`src/rtl/mem_arbiter.sv`:
```
// Single-port memory arbiter between the fetch stage and the M-stage data port.
// Data requests win over fetches; every transaction is guarded by a watchdog.
module mem_arbiter (
  input  logic        clk,
  input  logic        reset,
  input  logic        IReqF,
  input  logic [31:0] IAddrF,
  input  logic        FlushF,
  input  logic        DReqM,
  input  logic        MemWriteM,
  input  logic [1:0]  ByteAccessM,
  input  logic [31:0] DAddrM,
  input  logic [31:0] DWdataM,
  output logic        MemReq,
  output logic        MemWe,
  output logic [31:0] MemAddr,
  output logic [31:0] MemWdata,
  output logic [3:0]  MemStrb,
  input  logic [31:0] MemRdata,
  input  logic        MemAck,
  output logic [31:0] IRdataF,
  output logic        IValidF,
  output logic [31:0] DRdataM,
  output logic        DValidM,
  output logic        DErrM,
  output logic        StallF,
  output logic        StallM
);

  localparam int unsigned WdogW = 8;
  // The count reaches 255 at the end of the cycle it holds this value.
  localparam logic [WdogW-1:0] WdogLast = WdogW'(254);
  localparam logic [31:0] NopInstr = 32'h0000_0013;

  typedef enum logic [1:0] {IDLE, IBUSY, DBUSY} state_t;

  state_t           state, stateNext;
  logic             discard, discardNext;
  logic [WdogW-1:0] wdog, wdogNext;

  logic        memReqNext, memWeNext, iValidNext, dValidNext, dErrNext;
  logic [31:0] memAddrNext, memWdataNext, iRdataNext, dRdataNext;
  logic [3:0]  memStrbNext;

  logic        isByte, isHalf, misaligned, dElig, iElig;
  logic [3:0]  storeStrb;
  logic [31:0] storeData;

  // Access-size decode; encoding 11 behaves as a word.
  always_comb begin
    isByte = (ByteAccessM == 2'b10);
    isHalf = (ByteAccessM == 2'b01);
    if (isByte) begin
      misaligned = 1'b0;
      storeStrb  = 4'b0001 << DAddrM[1:0];
      storeData  = {4{DWdataM[7:0]}};
    end else if (isHalf) begin
      misaligned = DAddrM[0];
      storeStrb  = 4'b0011 << {DAddrM[1], 1'b0};
      storeData  = {2{DWdataM[15:0]}};
    end else begin
      misaligned = |DAddrM[1:0];
      storeStrb  = 4'b1111;
      storeData  = DWdataM;
    end
  end

  // A requester whose valid is high this cycle is being completed, not re-requesting.
  assign dElig  = DReqM & ~DValidM;
  assign iElig  = IReqF & ~IValidF & ~FlushF;
  assign StallF = IReqF & ~IValidF;
  assign StallM = DReqM & ~DValidM;

  always_ff @(posedge clk) begin
    if (reset) begin
      state    <= IDLE;
      discard  <= 1'b0;
      wdog     <= '0;
      MemReq   <= 1'b0;
      MemWe    <= 1'b0;
      MemAddr  <= '0;
      MemWdata <= '0;
      MemStrb  <= '0;
      IRdataF  <= '0;
      IValidF  <= 1'b0;
      DRdataM  <= '0;
      DValidM  <= 1'b0;
      DErrM    <= 1'b0;
    end else begin
      state    <= stateNext;
      discard  <= discardNext;
      wdog     <= wdogNext;
      MemReq   <= memReqNext;
      MemWe    <= memWeNext;
      MemAddr  <= memAddrNext;
      MemWdata <= memWdataNext;
      MemStrb  <= memStrbNext;
      IRdataF  <= iRdataNext;
      IValidF  <= iValidNext;
      DRdataM  <= dRdataNext;
      DValidM  <= dValidNext;
      DErrM    <= dErrNext;
    end
  end

  always_comb begin
    stateNext    = state;
    discardNext  = discard;
    wdogNext     = wdog;
    memReqNext   = MemReq;
    memWeNext    = MemWe;
    memAddrNext  = MemAddr;
    memWdataNext = MemWdata;
    memStrbNext  = MemStrb;
    iRdataNext   = IRdataF;
    iValidNext   = 1'b0;
    dRdataNext   = DRdataM;
    dValidNext   = 1'b0;
    dErrNext     = 1'b0;

    unique case (state)
      IDLE: begin
        discardNext = 1'b0;
        if (dElig) begin
          if (misaligned) begin
            dValidNext = 1'b1;
            dErrNext   = 1'b1;
            dRdataNext = '0;
          end else begin
            stateNext    = DBUSY;
            wdogNext     = '0;
            memReqNext   = 1'b1;
            memWeNext    = MemWriteM;
            memAddrNext  = {DAddrM[31:2], 2'b00};
            memWdataNext = storeData;
            memStrbNext  = MemWriteM ? storeStrb : 4'b1111;
          end
        end else if (iElig) begin
          stateNext    = IBUSY;
          wdogNext     = '0;
          memReqNext   = 1'b1;
          memWeNext    = 1'b0;
          memAddrNext  = IAddrF & ~32'h3;
          memWdataNext = '0;
          memStrbNext  = 4'b1111;
        end
      end

      IBUSY: begin
        if (FlushF) discardNext = 1'b1;
        if (MemAck || wdog == WdogLast) begin
          stateNext   = IDLE;
          discardNext = 1'b0;
          memReqNext  = 1'b0;
          memWeNext   = 1'b0;
          if (!(discard || FlushF)) begin
            iValidNext = 1'b1;
            iRdataNext = MemAck ? MemRdata : NopInstr;
          end
        end else begin
          wdogNext = wdog + WdogW'(1);
        end
      end

      DBUSY: begin
        if (MemAck || wdog == WdogLast) begin
          stateNext  = IDLE;
          memReqNext = 1'b0;
          memWeNext  = 1'b0;
          dValidNext = 1'b1;
          dErrNext   = ~MemAck;
          dRdataNext = MemAck ? MemRdata : '0;
        end else begin
          wdogNext = wdog + WdogW'(1);
        end
      end

      default: stateNext = IDLE;
    endcase
  end

endmodule

```
`config.mk`:
```
export PLATFORM = sky130hd
export DESIGN_NAME = mem_arbiter
export DESIGN_NICKNAME = d
export VERILOG_FILES = /design/src/rtl/mem_arbiter.sv
export SDC_FILE = /design/constraint.sdc
export NUM_CORES = 1
export LEC_CHECK = 0
export ABC_AREA = 1
export CAP_MARGIN = 20
export CELL_PAD_IN_SITES_DETAIL_PLACEMENT = 0
export CELL_PAD_IN_SITES_GLOBAL_PLACEMENT = 2
export CORE_MARGIN = 1
export CORE_UTILIZATION = 20
export DETAILED_ROUTE_END_ITERATION = 16
export HOLD_SLACK_MARGIN = 0.15
export PLACE_DENSITY_LB_ADDON = 0.1
export SLEW_MARGIN = 5
export SYNTH_ARGS = -nofsm -noshare
export SYNTH_HDL_FRONTEND = slang
export SYNTH_SLANG_ARGS = --single-unit
```
`constraint.sdc`:
```
create_clock -name clk -period 1.5 [get_ports clk]
set_input_delay 0.45 -clock clk [delete_from_list [all_inputs] [get_ports clk]]
set_output_delay 0.45 -clock clk [all_outputs]
set_load 0.1 [all_outputs]
```
# Word-level counts from Yosys, hierarchy flattened
# Cells that the tools add are included.
# word_totals
ram_bits,0
mem_count,0
wordCells,108
rom_bits,0
inputBits,137
out_inout_bits,139
reg_bits,148
latch_bits,0
# classes
div,0
order_cmp,0
bitwise_logic,10
n_mux,51
eq_ne,14
n_mul,0
shift,2
n_addsub,1
reduce_logical,17
# op_table
operator,count
$mux 32,13
$pmux 32 s2,1
$mux 8,4
$mux 4,6
$mux 1,16
$pmux 8 s2,1
$reduce_and 4->1,3
$ne 2x2->1 const B,5
$pmux 1 s2,5
$ne 3x3->1 const B,3
$reduce_and 3->1,3
$add 8x1->8 const B,1
$eq 8x8->1 const B,1
$mux 2,4
$reduce_bool 2->1,4
$not 1->1,7
$eq 2x1->1 const B,2
$eq 2x2->1 const B,2
$pmux 2 s2,1
$reduce_or 2->1,2
$shl 1x2->4 const A,1
$shl 2x2->4 const A,1
$and 1x1->1,3
$reduce_or 3->1,1
other kinds (4),5

# Logic depth before layout (Yosys ltp)
# depth
ltp_word,6
depth_mapped,13
mapped_depth_nobuf,11

# Least setup slack after synthesis
# No wires, ideal clock.
# synth_path
path_type,register to output
start,reg IValidF
end,out StallF
path_slack_ps,-1008
path_buffers,0
path_stages_with_launch,2
required_time_ps,1050
arrival_time_ps,2058
cell_sequence,dfxtp_1 nor2_1
# synth_via
elab_chain_cells,2
# synth_lines
element,line_no,rtl
from (decl),22,"output logic IValidF,"
from (signal assigned),99,IValidF <= iValidNext;
$not 1->1,71,assign StallF = IReqF & ~IValidF;
$and 1x1->1,71,
to (decl),26,"output logic StallF,"
# Every way passes these cells.

# Final worst setup path
# layout_path
start,reg DValidM
end,out StallM
# layout_via
elab_chain_cells,2
# layout_lines
element,line_no,rtl
from (decl),24,"output logic DValidM,"
from (signal assigned),101,DValidM <= dValidNext;
$not 1->1,72,assign StallM = DReqM & ~DValidM;
$and 1x1->1,72,
to (decl),27,output logic StallM
# Every way passes these cells.

==> flow_summary.ini <==
[status]
outcome = finished with violations
violations = setup timing

[setup_path]
timing.critical_path.depth = 6
critical-path-slowest-cell = dfxtp_4
worst_path_most_repeated_cell = buf_12
cp_cell_sequence = inv_4 > nand2_4 > buf_12 > clkinv_4 > buf_6 > buf_12
setup.worst_path.end = StallM
reg2reg_setup_slack_ns = -0.21
kind_of_cell_adding_the_most_delay_to_the_critical_path = buffers and inverters
worstPathMaxFanout = 2
rr_startpoint = wdog[0]$_SDFFE_PP0P_
worstSetupStartpointType = register
endpoint_of_the_lowest_slack_register_to_register_path = IRdataF[30]$_SDFFE_PP0P_
worst_r2r_path_cells = 14
critical_path_arrival_ns = 1.32
crit_required_ns = 1.05
critPathMaxStageDelay_ns = 0.35
cp.buffers_inverters = 5
setup.worst_path.start = DValidM$_SDFF_PP0_
timing.setup.critical_path_class = reg2out
cp_endpoint_kind = output port

[logic_synthesis]
synth_seq_area_share_pct = 44.0
synthesis.yosys.warnings = 0
ys_top_cells_by_count = 387 x nand2_1, 146 x dfxtp_1, 133 x a21oi_1
synth_area_mm2 = 0.00664
post-synth-top-area-fraction_pct = 44.0
synth_most_common_cell = nand2_1
count_of_flip_flops_with_a_built_in_enable_after_synthesis = 0
ys_ff_latch = 146
synthesis.instances = 995
synth-main-ff-cell = dfxtp_1
synthTopCellsByArea = dfxtp_1 44%, nand2_1 22%, a21oi_1 10%
async_reset_ff_share_pct = 0
synth_area_leader_cell = dfxtp_1
syn_avg_cell_area_um2 = 6.67
synthDistinctLibCells = 26

[placement]
detailedPlace.worstSlack_ns = -0.666
dp_hpwl_um = 19700
placed_cells_incl_taps = 1726
postPlaceCellArea_mm2 = 0.0118
place_congestion = 0.775
buffer_ports.inserted = 271

[global_route]
grt_max_degree = 57
grt_antenna_before_repair = 6
grt_overflow_total = 0
number_of_global_route_vias_before_repair = 7966
grt_first_pass_wirelength_um = 48400
tot_gr_track_use_pct = 19.1

[sta]
fmax_mhz = 564
setup-violations-final = 146
slew_viol_final = 0
min_period_over_period_pct = 118
final.min_clock_period_ns = 1.77
rsz0062_at_grt = yes
finalHoldViolCount = 0
slew_headroom_pct = 63.9
clock_skews_ns = 0.00997
timing.final.ws_setup_ns = -0.272
tightestPinTransition_ns = 0.541

[worst_hold_path]
worstHoldPathType = in2reg
worst_hold_start = reset

[final_layout]
drive_above_1_share_pct = 48.6
fin_util_pct = 46.1
area_growth_syn_to_layout_pct = 127
post_layout_nonfiller_instances = 1830
multi_input_area_mm2 = 0.00450
final_cell_area_mm2 = 0.0150
regArea_mm2 = 0.00304
layout.nets = 1514
fillers = 3154

[drt]
post_detailed_route_wirelength_per_cell_um = 17.2
detail-route-antenna-nets = 0
routed_wirelength_um = 31600
drt_pre_antenna_iters = 5
route.detailed.drc = 0
vias = 7835
vias_cell = 4.28
drt_iter0_markers = 272

[floorplan]
die_footprint_mm2 = 0.0339
top_level_ports = 276
placeableCoreArea_mm2 = 0.0326
floorplan.rows = 66
die_h_um = 184
floorplan.initialDensity_pct = 20.4
die-width_um = 184

[power_and_ir_drop]
p_per_area_mw_per_mm2 = 1760
power_w = 0.0265
vdd_ir_drop_max_mv = 1.01
leakage_nw = 6.04

[clocking]
clockRootBuffer = clkbuf_16
cts_tree = done
clock_tree.buffer_depth = 2
path_clk_slew_ns = 0.06
clk-insertion-delay-late_ns = 0.43
cts_made_buffers = 17
cts_num_sinks = 146
htreeDepth = 4

[run]
max-cap-violations = 0
## stage by stage
stage / hold slack, ns / setup TNS, ns
after floorplan: 0.456 / -1.25
after global placement: 0.485 / -81.62
after detailed placement: 0.490 / -85.24
after CTS: 0.327 / -24.27
after global routing: 0.345 / -29.78
final: 0.347 / -17.26
## per-layer routing
layer	global-route usage, %	wire length (um)
met5	0	38
met2	32.2	15500
met3	5.85	1940
met4	4.67	489
met1	23.7	13600
## cell usage in the layout (no fill, tap or decap), types with 5 or more instances in the layout
cell and n:
a21oi_2 73, o21ai_0 11, o21ai_2 7, o21ai_1 5, nand2_1 263, nor3_1 5, nor2_1 76, or2_0 19
a21oi_1 58, inv_1 25, nand4_1 35, clkbuf_16 18, nor2_4 8, inv_2 11, clkdlybuf4s50_1 127, nand3_4 10
buf_4 74, buf_12 159, nand2_2 64, nor2_2 9, nand2_4 63, buf_8 6, or2_4 5, buf_16 23
dfxtp_1 60, dlygate4sd2_1 6, dfxtp_2 84, buf_6 28, nand3_1 8
## worst reg2reg max path, cell delays in order, from the launching register on
cell     delay, ns
dfxtp_2       0.32
inv_2         0.07
ha_4          0.15
nand2_4       0.05
nor2_4        0.13
nand2_4       0.07
nand2_4       0.07
nand3_4       0.14
buf_12        0.17
buf_12        0.13
buf_6         0.12
nand2_2       0.05
o21ai_2       0.05
inv_1         0.05
nor2_1        0.03
## registers in the layout, indices dropped and copies added, names as in the netlist
name / flops
DValidM: 1
MemWe: 1
discard: 1
state: 2
MemReq: 1
DRdataM: 32
MemWdata: 32
IValidF: 1
DErrM: 1
MemAddr: 30
MemStrb: 4
wdog: 8
IRdataF: 32
## where the power goes
group / total, W / switching [W] / internal (W)
combinational: 0.0168 / 0.00934 / 0.00745
sequential: 0.00511 / 0.000624 / 0.00449
clock: 0.00463 / 0.00184 / 0.00279
## worst min path at each step
| stage | end | slack (ns) | cells past startpoint |
|---|---|---|---|
| 5_1_grt | wdog[7]$_SDFFE_PP0P_ | 0.34 | 2 |
| 6_report | wdog[7]$_SDFFE_PP0P_ | 0.35 | 2 |
| 3_5_place_dp | DRdataM[14]$_SDFFE_PP0P_ | 0.49 | 2 |
| 3_3_place_gp | DRdataM[31]$_SDFFE_PP0P_ | 0.48 | 2 |
| 2_1_floorplan | wdog[7]$_SDFFE_PP0P_ | 0.46 | 2 |
| 4_1_cts | wdog[7]$_SDFFE_PP0P_ | 0.33 | 2 |
## cells by family after synthesis
family | after synthesis | synth area share, %
AND/OR/NAND/NOR | 573 | 35.6
XOR/XNOR | 2 | 0.264
flip-flops | 146 | 44.0
adder cells (fa/ha/maj) | 5 | 0.942
other | 1 | 0.0565
AO/OA/AOI/OAI | 160 | 12.2
buffers and inverters | 108 | 6.93
## timing repair
item                                    4_1_cts  5_1_grt
pin swaps                                    53       58
resized for setup                           286      257
cloned                                       29        1
setup buffers                                44       12
hold buffers                                  0        0
endpoints found under the setup margin      147      204
## area by class of cell
| type | instances | share of cell area (%) |
|---|---|---|
| diodes | 3 | 0.0499 |
| inverters | 40 | 1.15 |
| well taps | 442 | 3.68 |
| multi-input cells | 742 | 29.9 |
| clock buffers | 19 | 2.88 |
| repair buffers | 425 | 40.9 |
| flip-flops and latches | 146 | 20.2 |
| clock inverters | 13 | 1.23 |
Note: power is estimated with default switching activity, not from simulation.
